--- config.mk ---
export PLATFORM = sky130hd
export DESIGN_NAME = position_hit_unit_flat
export DESIGN_NICKNAME = d
export VERILOG_FILES = /design/src/rtl/position_hit_unit_if.sv /design/src/rtl/position_hit_unit.sv /design/src/flat_wrapper.sv
export SDC_FILE = /design/constraint.sdc
export NUM_CORES = 1
export LEC_CHECK = 0
export ABC_CLOCK_PERIOD_IN_PS = 21200
export CORE_MARGIN = 5
export CORE_UTILIZATION = 64
export DETAILED_ROUTE_END_ITERATION = 8
export PLACE_DENSITY = 0.88
export SYNTH_ARGS = -nofsm -noshare
export SYNTH_HDL_FRONTEND = slang
export SYNTH_SLANG_ARGS = --single-unit
--- constraint.sdc ---
create_clock -name clk -period 21.2 [get_ports clk]
set_input_delay 2.12 -clock clk [delete_from_list [all_inputs] [get_ports clk]]
set_output_delay 2.12 -clock clk [all_outputs]
set_load 0.005 [all_outputs]
--- src/rtl/position_hit_unit_if.sv ---
// position_hit_unit_if: FSM state inputs, freeze, and position/hitscan outputs of position_hit_unit.
interface position_hit_unit_if;
    logic       freeze;
    logic [3:0] p1_state;
    logic [3:0] p2_state;
    logic [9:0] p1_x;
    logic [9:0] p2_x;
    logic [9:0] gap;
    logic       hitscan_p1;
    logic       hitscan_p2;
    modport master (output freeze, p1_state, p2_state, input p1_x, p2_x, gap, hitscan_p1, hitscan_p2);
    modport slave  (input freeze, p1_state, p2_state, output p1_x, p2_x, gap, hitscan_p1, hitscan_p2);
endinterface

--- src/rtl/position_hit_unit.sv ---
// position_hit_unit: per-frame player movement with clamping and one-hit-per-window hitscan pulses.
// Define STUN_PUSHBACK_EN to make stunned players drift backward 1 px per frame.
module position_hit_unit #(
    parameter int SCREEN_W    = 640,
    parameter int BODY_W      = 32,
    parameter int STEP        = 3,
    parameter int BASIC_REACH = 40,
    parameter int DIR_REACH   = 56,
    parameter int P1_START    = 160,
    parameter int P2_START    = 448
) (
    input logic                clk,
    input logic                reset_n,
    position_hit_unit_if.slave bus
);
    localparam logic [3:0] ST_FWD   = 4'd1;
    localparam logic [3:0] ST_BWD   = 4'd2;
    localparam logic [3:0] ST_BASIC = 4'd4;
    localparam logic [3:0] ST_DIR   = 4'd7;
    localparam logic [3:0] ST_HSTUN = 4'd9;
    localparam logic [3:0] ST_BSTUN = 4'd10;
    localparam logic signed [10:0] STEP_S  = 11'(STEP);
    localparam logic signed [10:0] STEP2_S = 11'(2 * STEP);
    localparam logic signed [10:0] BODY_S  = 11'(BODY_W);
    localparam logic signed [10:0] XMAX_S  = 11'(SCREEN_W - BODY_W);
    localparam logic [9:0] BR = 10'(BASIC_REACH);
    localparam logic [9:0] DR = 10'(DIR_REACH);

    logic [9:0] p1_x_q, p1_x_d, p2_x_q, p2_x_d, gap_q, gap_d;
    logic hit_p1_q, hit_p1_d, hit_p2_q, hit_p2_d;
    logic lat1_q, lat1_d, lat2_q, lat2_d;
    logic signed [10:0] x1, x2, b1, b2, m1, m2, n1, n2, ng, h, a1, a2;
    logic f1, f2, both, stun1, stun2, q1, q2, act1, act2;

    always_comb begin
        stun1 = bus.p1_state == ST_HSTUN || bus.p1_state == ST_BSTUN;
        stun2 = bus.p2_state == ST_HSTUN || bus.p2_state == ST_BSTUN;
        f1 = bus.p1_state == ST_FWD;
        f2 = bus.p2_state == ST_FWD;
`ifdef STUN_PUSHBACK_EN
        b1 = (bus.p1_state == ST_BWD) ? STEP_S : stun1 ? 11'sd1 : 11'sd0;
        b2 = (bus.p2_state == ST_BWD) ? STEP_S : stun2 ? 11'sd1 : 11'sd0;
`else
        b1 = (bus.p1_state == ST_BWD) ? STEP_S : 11'sd0;
        b2 = (bus.p2_state == ST_BWD) ? STEP_S : 11'sd0;
`endif
        x1 = signed'({1'b0, p1_x_q});
        x2 = signed'({1'b0, p2_x_q});
        // Backward moves resolve against the walls first; forward moves then share what gap remains.
        m1 = x1 - b1;
        m2 = x2 + b2;
        n1 = m1[10] ? 11'sd0 : m1;
        n2 = (m2 > XMAX_S) ? XMAX_S : m2;
        ng = n2 - n1 - BODY_S;
        both = f1 && f2 && ng < STEP2_S;
        h = ng >>> 1;
        a1 = both ? h : f1 ? ((ng < STEP_S) ? ng : STEP_S) : 11'sd0;
        a2 = both ? ng - h : f2 ? ((ng < STEP_S) ? ng : STEP_S) : 11'sd0;
        p1_x_d = bus.freeze ? p1_x_q : 10'(n1 + a1);
        p2_x_d = bus.freeze ? p2_x_q : 10'(n2 - a2);
        gap_d  = bus.freeze ? gap_q  : 10'(ng - a1 - a2);
        q1 = (bus.p1_state == ST_BASIC && gap_q <= BR) || (bus.p1_state == ST_DIR && gap_q <= DR);
        q2 = (bus.p2_state == ST_BASIC && gap_q <= BR) || (bus.p2_state == ST_DIR && gap_q <= DR);
        act1 = bus.p1_state == ST_BASIC || bus.p1_state == ST_DIR;
        act2 = bus.p2_state == ST_BASIC || bus.p2_state == ST_DIR;
        // A stunned defender still consumes the attack, so the latch sets regardless of the pulse.
        hit_p2_d = !bus.freeze && q1 && !lat1_q && !stun2;
        hit_p1_d = !bus.freeze && q2 && !lat2_q && !stun1;
        lat1_d = bus.freeze ? lat1_q : act1 && (lat1_q || q1);
        lat2_d = bus.freeze ? lat2_q : act2 && (lat2_q || q2);
    end

    always_ff @(posedge clk or negedge reset_n) begin
        if (!reset_n) begin
            p1_x_q   <= 10'(P1_START);
            p2_x_q   <= 10'(P2_START);
            gap_q    <= 10'(P2_START - P1_START - BODY_W);
            hit_p1_q <= 1'b0;
            hit_p2_q <= 1'b0;
            lat1_q   <= 1'b0;
            lat2_q   <= 1'b0;
        end else begin
            p1_x_q   <= p1_x_d;
            p2_x_q   <= p2_x_d;
            gap_q    <= gap_d;
            hit_p1_q <= hit_p1_d;
            hit_p2_q <= hit_p2_d;
            lat1_q   <= lat1_d;
            lat2_q   <= lat2_d;
        end
    end

    assign bus.p1_x       = p1_x_q;
    assign bus.p2_x       = p2_x_q;
    assign bus.gap        = gap_q;
    assign bus.hitscan_p1 = hit_p1_q;
    assign bus.hitscan_p2 = hit_p2_q;
endmodule

--- src/flat_wrapper.sv ---
// flat-port wrapper written by rule: the top's interface ports become plain ports
module position_hit_unit_flat 
#(
    parameter int SCREEN_W    = 640,
    parameter int BODY_W      = 32,
    parameter int STEP        = 3,
    parameter int BASIC_REACH = 40,
    parameter int DIR_REACH   = 56,
    parameter int P1_START    = 160,
    parameter int P2_START    = 448
)
  (clk, reset_n, bus_freeze, bus_p1_state, bus_p2_state, bus_p1_x, bus_p2_x, bus_gap, bus_hitscan_p1, bus_hitscan_p2);
  position_hit_unit_if bus_i ();
  input logic clk;
  input logic reset_n;
  input wire logic [$bits(bus_i.freeze)-1:0] bus_freeze;
  input wire logic [$bits(bus_i.p1_state)-1:0] bus_p1_state;
  input wire logic [$bits(bus_i.p2_state)-1:0] bus_p2_state;
  output wire logic [$bits(bus_i.p1_x)-1:0] bus_p1_x;
  output wire logic [$bits(bus_i.p2_x)-1:0] bus_p2_x;
  output wire logic [$bits(bus_i.gap)-1:0] bus_gap;
  output wire logic [$bits(bus_i.hitscan_p1)-1:0] bus_hitscan_p1;
  output wire logic [$bits(bus_i.hitscan_p2)-1:0] bus_hitscan_p2;
  assign bus_i.freeze = bus_freeze;
  assign bus_i.p1_state = bus_p1_state;
  assign bus_i.p2_state = bus_p2_state;
  assign bus_p1_x = bus_i.p1_x;
  assign bus_p2_x = bus_i.p2_x;
  assign bus_gap = bus_i.gap;
  assign bus_hitscan_p1 = bus_i.hitscan_p1;
  assign bus_hitscan_p2 = bus_i.hitscan_p2;
  position_hit_unit #(.SCREEN_W(SCREEN_W), .BODY_W(BODY_W), .STEP(STEP), .BASIC_REACH(BASIC_REACH), .DIR_REACH(DIR_REACH), .P1_START(P1_START), .P2_START(P2_START)) u_core (.clk(clk), .reset_n(reset_n), .bus(bus_i));
endmodule
---- After elaboration in Yosys (flattened, before gate mapping) ----
Cells that the tools add are included.
storage, ports and cells
  bits in latches ......................... 0
  bits in writable memories ............... 0
  ROM bits ................................ 0
  input bits .............................. 11
  register bits after elaboration ......... 34
  output and inout port bits .............. 32
  logic and storage cells ................. 69
  memories kept ........................... 0
cells by class
  shifts and indexed selects .............. 0
  order comparisons ....................... 5
  $add $sub $neg .......................... 9
  bitwise operators ....................... 0
  mux-type cells .......................... 9
  multiply operators ...................... 0
  reductions and logical operators ........ 27
  divide/modulo/power cells ............... 0
  equal/unequal tests ..................... 12
operators with widths
  kind                   count
  $mux 10                6
  $sub 10x10->10         4
  $sub 11x11->11         2
  $le 10x6->1 const B    2
  $eq 4x3->1 const B     4
  $eq 4x4->1 const B     4
  $logic_and 1x1->1      14
  $add 11x11->11         1
  $gt 11x11->1 const B   1
  $lt 11x3->1 const B    1
  $lt 11x4->1 const B    1
  $mux 11                1
  $sub 11x7->11 const B  1
  $add 10x10->10         1
  $eq 4x1->1 const B     2
  $eq 4x2->1 const B     2
  $logic_or 1x1->1       8
  $logic_not 1->1        5
  $mux 2                 2

---- Logic depth before layout (Yosys ltp) ----
  depth in word-level cells ............... 13
  depth in mapped cells ................... 41
  gate-level depth less buffers ........... 40

---- Least setup slack after synthesis ----
Ideal clock, no wire load.
  path type ............................... input -> register
  from .................................... input bus_p1_state[0]
  to ...................................... register u_core.gap_q[9], in the netlist u_core.bus.gap[9]
  stages .................................. 37
  required time ........................... 21.071 ns
  path buffers ............................ 2
  slack ................................... 10.586 ns
  arrival time ............................ 10.485 ns
  setup time .............................. 0.129 ns
  path through ............................ or4b_2 > inv_1 > ha_1 > inv_1 > fa_1 > or4_1 > or3_1 > nor2b_1 > nand2b_1 > ha_1 > ha_1 > fa_1 > a21oi_1 > o2111ai_1 > and3_1 > or2_2 > clkbuf_1 > ha_1 > nand4_1 > or2_2 > nand2_1 > xnor2_1 > and2_1 > or3_1 > clkbuf_1 > o22ai_1 > fa_1 > inv_1 > ha_1 > a21oi_1 > o22ai_1 > o41ai_1 > o21ai_0 > xnor2_1 > xnor2_1 > xnor2_1 > o21ai_1
between the ends
  cells in the longest elaborated chain, start to end .. 12
  elaborated cells on any way between the ends .. 19
  classes of those cells .................. 6 x add/sub; 2 x order compare; 2 x eq/ne; 7 x mux; 2 x reduce/logical
RTL lines
  item                  line                                              RTL
  start, declared       flat_wrapper.sv:17                                input wire logic [$bits(bus_i.p1_state)-1:0] bus_p1_state;
  $eq 4x2->1            position_hit_unit.sv:44                           b1 = (bus.p1_state == ST_BWD) ? STEP_S : 11'sd0;
  $mux 2                position_hit_unit.sv:44
  $sub 11x11->11        position_hit_unit.sv:50                           m1 = x1 - b1;
  $mux 10               position_hit_unit.sv:52                           n1 = m1[10] ? 11'sd0 : m1;
  $sub 11x11->11        position_hit_unit.sv:54                           ng = n2 - n1 - BODY_S;
  $sub 11x7->11         position_hit_unit.sv:54
  $lt 11x3->1           position_hit_unit.sv:57, position_hit_unit.sv:58
  $mux 10               position_hit_unit.sv:57, position_hit_unit.sv:58
  $mux 10 (2 in a row)  position_hit_unit.sv:57                           a1 = both ? h : f1 ? ((ng < STEP_S) ? ng : STEP_S) : 11'sd0;
  $sub 10x10->10        position_hit_unit.sv:61                           gap_d = bus.freeze ? gap_q : 10'(ng - a1 - a2);
  $sub 10x10->10 *      position_hit_unit.sv:61
  end signal, assigned  position_hit_unit.sv:77                           gap_q <= 10'(P2_START - P1_START - BODY_W);
  end signal, assigned  position_hit_unit.sv:85                           gap_q <= gap_d;
  end, declared         position_hit_unit.sv:29                           logic [9:0] p1_x_q, p1_x_d, p2_x_q, p2_x_d, gap_q, gap_d;
Mark *: on every way between the ends. The rest lies on a longest branch, timed or not.
A chain may end at the register's enable or synchronous reset.

---- Final worst setup path ----
Ends and elaborated chain as after synthesis.

==> impl_results.md <==
* Avg Cell Area, Syn at 8.04 um2
* Synth Register Bits at 34
* Final routed wirelength across all metal layers at 12.0 mm
* EDFF count, synth at 0
* Number of endpoints with negative hold slack in the final report at 0
* Clock tree from TritonCTS: done
* Boundary pin count at 43
* Via count at 4358
* Most frequent cell after synthesis: sky130_fd_sc_hd__inv_1
* Required time of the critical path at 21.34 ns
* Die X at 96.0 um
* Netlist area before placement at 4740 um2
* Class of the most critical hold timing path: reg2reg
* Largest net degree at the start of global routing at 62
* Portion of the clock cycle consumed by the worst path in the final layout at ~56%
* Number of global-route vias before repair at 4232
* DRT iter0 DRCs at 309
* Reg2Reg Launch Point: u_core.bus.p1_x[0]
* Number of resized instances in the post-cts repair step at 0
* Synthesis Warnings at 0
* Number of max-slew violations in the final report at 0
* Maximum frequency from static timing analysis at between 80 and 90 MHz
* Synth area leader: sky130_fd_sc_hd__ha_1
* Clk root buf: sky130_fd_sc_hd__clkbuf_8
* Top cell types by occurrence after synthesis: 79 x sky130_fd_sc_hd__inv_1, 66 x sky130_fd_sc_hd__ha_1, 45 x sky130_fd_sc_hd__nand2_1
* Place WS at 9.07 ns
* Clock-pin slew on the worst setup and hold paths at 0.07 ns
* Post-synthesis sequential area ratio at 18.1%
* Layout cells sized above 1 at 5.13%
* Worst R2R Setup Slack at 11.95 ns
* Slowest cell on crit path: sky130_fd_sc_hd__or4b_2
* Number of routed nets with antenna violations at 0
* Number of fill cells at 555
* Biggest area contributors in the synthesized netlist: sky130_fd_sc_hd__ha_1 17%, sky130_fd_sc_hd__dfrtp_1 15%, sky130_fd_sc_hd__fa_1 6.3%, sky130_fd_sc_hd__inv_1 6.3%, sky130_fd_sc_hd__xnor2_1 5.4%
* Distinct cell type count after synthesis at 58
* Wirelength per Cell at approximately 17 um
* Inserted Clock Buffers at 5
* Count of antenna diodes in the layout at 0
* Worst Hold Endpoint: u_core.bus.hitscan_p1
* Proportion of netlist area held by the largest area contributor at 17.4%
* Busiest layer in global routing: met2
* Logic depth of the worst register-to-register path at 35
* First drt pass iteration count at 5
* Buffers on Ports at 42
* Core box area at 7210 um2
* Total of max-cap violations at 0
* GRT met2 Usage at 47.2%
* DP HPWL at about 9.9 mm
* Largest stage delay, worst path at 0.76 ns
* Cells after synthesis at between 500 and 600
* Crit Path Class: in2reg
* RSZ-0062 raised after global routing: no
* Clock sinks at 34
* Data arrival at the endpoint of the critical path at 12.08 ns
* Die Y at a little under 100 um
* Number of stages on the worst hold path at 1
* Number of H-tree levels at 2
* Top fanout value on the critical path at 13
* Setup TNS at 0 ns
* Antenna violations before repair at 0
* Global-route wire length before repair at 20.2 mm
* Clock Path Buffers at 2
* Post-Layout Inst Area at 5310 um2
* Floorplan die area at 9220 um2
* Vias per Instance at 6.03
* Hold bufs inserted after CTS at 0
* FP Rows at 31
* Worst Setup Start Kind: primary input
* Slack of the critical path at 9.26 ns
* Number of buffers added for setup after CTS at 0
* Weighted congestion at the end of routability-driven global placement at 0.978
* Dominant register cell in the synthesized netlist: sky130_fd_sc_hd__dfrtp_1
* Clock latency of the later-clocked register in the worst-skew pair at about 0.28 ns
* Number of DRC violations after detailed routing at 0
* Met1 track demand over resource in global routing at a little under two fifths
* Met3 routing resource usage after global routing at 1.64%
* Final net count at 715
* Number of nets in the synthesized netlist at 681
* Post-Place Cell Area at 5220 um2
* HP Start: u_core.lat2_q
* Post-layout minimum cycle time at 11.94 ns
* Outcome: finished clean
* Total of endpoints with negative setup slack in the final report at 0
* Transition time at the pin with the least slew margin at 0.943 ns
* Endpoint of the worst register-to-register path: u_core.bus.gap[9]
* Worst hold slack after final layout at 0.435 ns
* Total congestion overflow after global routing at 0
* Global-route total usage across every layer at 27.9%
* FFs w/ async S/R, synth at 100%
* Headroom to the max-slew limit at 37.2%
* Relative area change from synthesis to final layout at 12.2%
* Nature of the critical path endpoint: register
* Skew final at ~0.0067 ns
* Starting density of the core at 65.6%
worst max-delay path, delay by kind of cell:
family | cells | cell delay [ns]
simple gates | 10 | 3.68
fa+ha+maj | 8 | 2.44
compound gates | 9 | 2.03
buf+inv | 5 | 0.93
xor+xnor | 5 | 0.89
layout make-up:
cell class,instances,area (um2),area share [%]
multi-input cells,460,3520,66.3
clock inverters,1,5.00,0.0942
flip-flops and latches,34,858,16.2
repair buffers,43,423,7.96
clock buffers,7,86.3,1.63
inverters,79,297,5.58
well taps,99,124,2.33
cells by family (layout without fill, tap and decap cells):
group,after synthesis,in the layout,synth area share [%]
buffers and inverters,95,130,7.56
flip-flops,34,34,18.1
AO/OA/AOI/OAI,145,145,19.8
multiplexers,4,4,0.951
AND/OR/NAND/NOR,175,175,19.4
XOR/XNOR,55,55,10.3
adder cells (fa/ha/maj),81,81,23.8
through the flow:
| stage | std cells | util [%] |
|---|---|---|
| final | 723 | 73.6 |
| after global routing | 723 | 73.6 |
| after CTS | 723 | 73.6 |
| after detailed placement | 715 | 72.4 |
| after global placement | 715 | 72.4 |
| after floorplan | 589 | - |
sequential cells by signal, indices dropped and copies added (netlist names):
name and count:
u_core.lat2_q 1, u_core.bus.gap 10, u_core.bus.hitscan_p2 1, u_core.lat1_q 1, u_core.bus.p1_x 10, u_core.bus.hitscan_p1 1, u_core.bus.p2_x 10
worst max path at each step:
stage	startpoint	to	slack (ns)
2_1_floorplan	bus_p1_state[0]	u_core.bus.gap[9]	10.59
3_3_place_gp	bus_p1_state[0]	u_core.bus.gap[9]	9.28
3_5_place_dp	bus_p1_state[0]	u_core.bus.gap[9]	9.07
4_1_cts	bus_p1_state[0]	u_core.bus.gap[9]	9.34
5_1_grt	bus_p2_state[0]	u_core.bus.gap[9]	8.49
6_report	bus_p1_state[0]	u_core.bus.gap[9]	9.26
per-layer routing:
layer  wire (um)  up-vias
met5           0        -
met1        5550     2097
met2        5830      112
met4         268        0
met3         383       20
li1            -     2129
cells in the final DEF (no fill, tap or decap), types with 5 or more instances in the layout:
cell	instances
sky130_fd_sc_hd__o21ai_0	44
sky130_fd_sc_hd__o22ai_1	9
sky130_fd_sc_hd__dfstp_2	6
sky130_fd_sc_hd__o31ai_1	8
sky130_fd_sc_hd__ha_1	66
sky130_fd_sc_hd__clkdlybuf4s50_1	41
sky130_fd_sc_hd__nor4_1	5
sky130_fd_sc_hd__or3_1	7
sky130_fd_sc_hd__nor2_1	31
sky130_fd_sc_hd__and2_1	5
sky130_fd_sc_hd__nor2b_1	7
sky130_fd_sc_hd__nand3_1	11
sky130_fd_sc_hd__dfrtp_1	28
sky130_fd_sc_hd__nor3_1	17
sky130_fd_sc_hd__xor2_1	25
sky130_fd_sc_hd__xnor2_1	29
sky130_fd_sc_hd__nand4_1	6
sky130_fd_sc_hd__o21bai_1	5
sky130_fd_sc_hd__a21o_1	15
sky130_fd_sc_hd__inv_1	79
sky130_fd_sc_hd__a22o_1	5
sky130_fd_sc_hd__and3_1	7
sky130_fd_sc_hd__nand2_1	45
sky130_fd_sc_hd__fa_1	15
sky130_fd_sc_hd__a21oi_1	32
sky130_fd_sc_hd__nand2b_1	12
sky130_fd_sc_hd__clkbuf_8	6
Power is left out: the tool's default activity adds up to more than one toggle a clock period on the data nets, which glitch-free logic cannot reach.
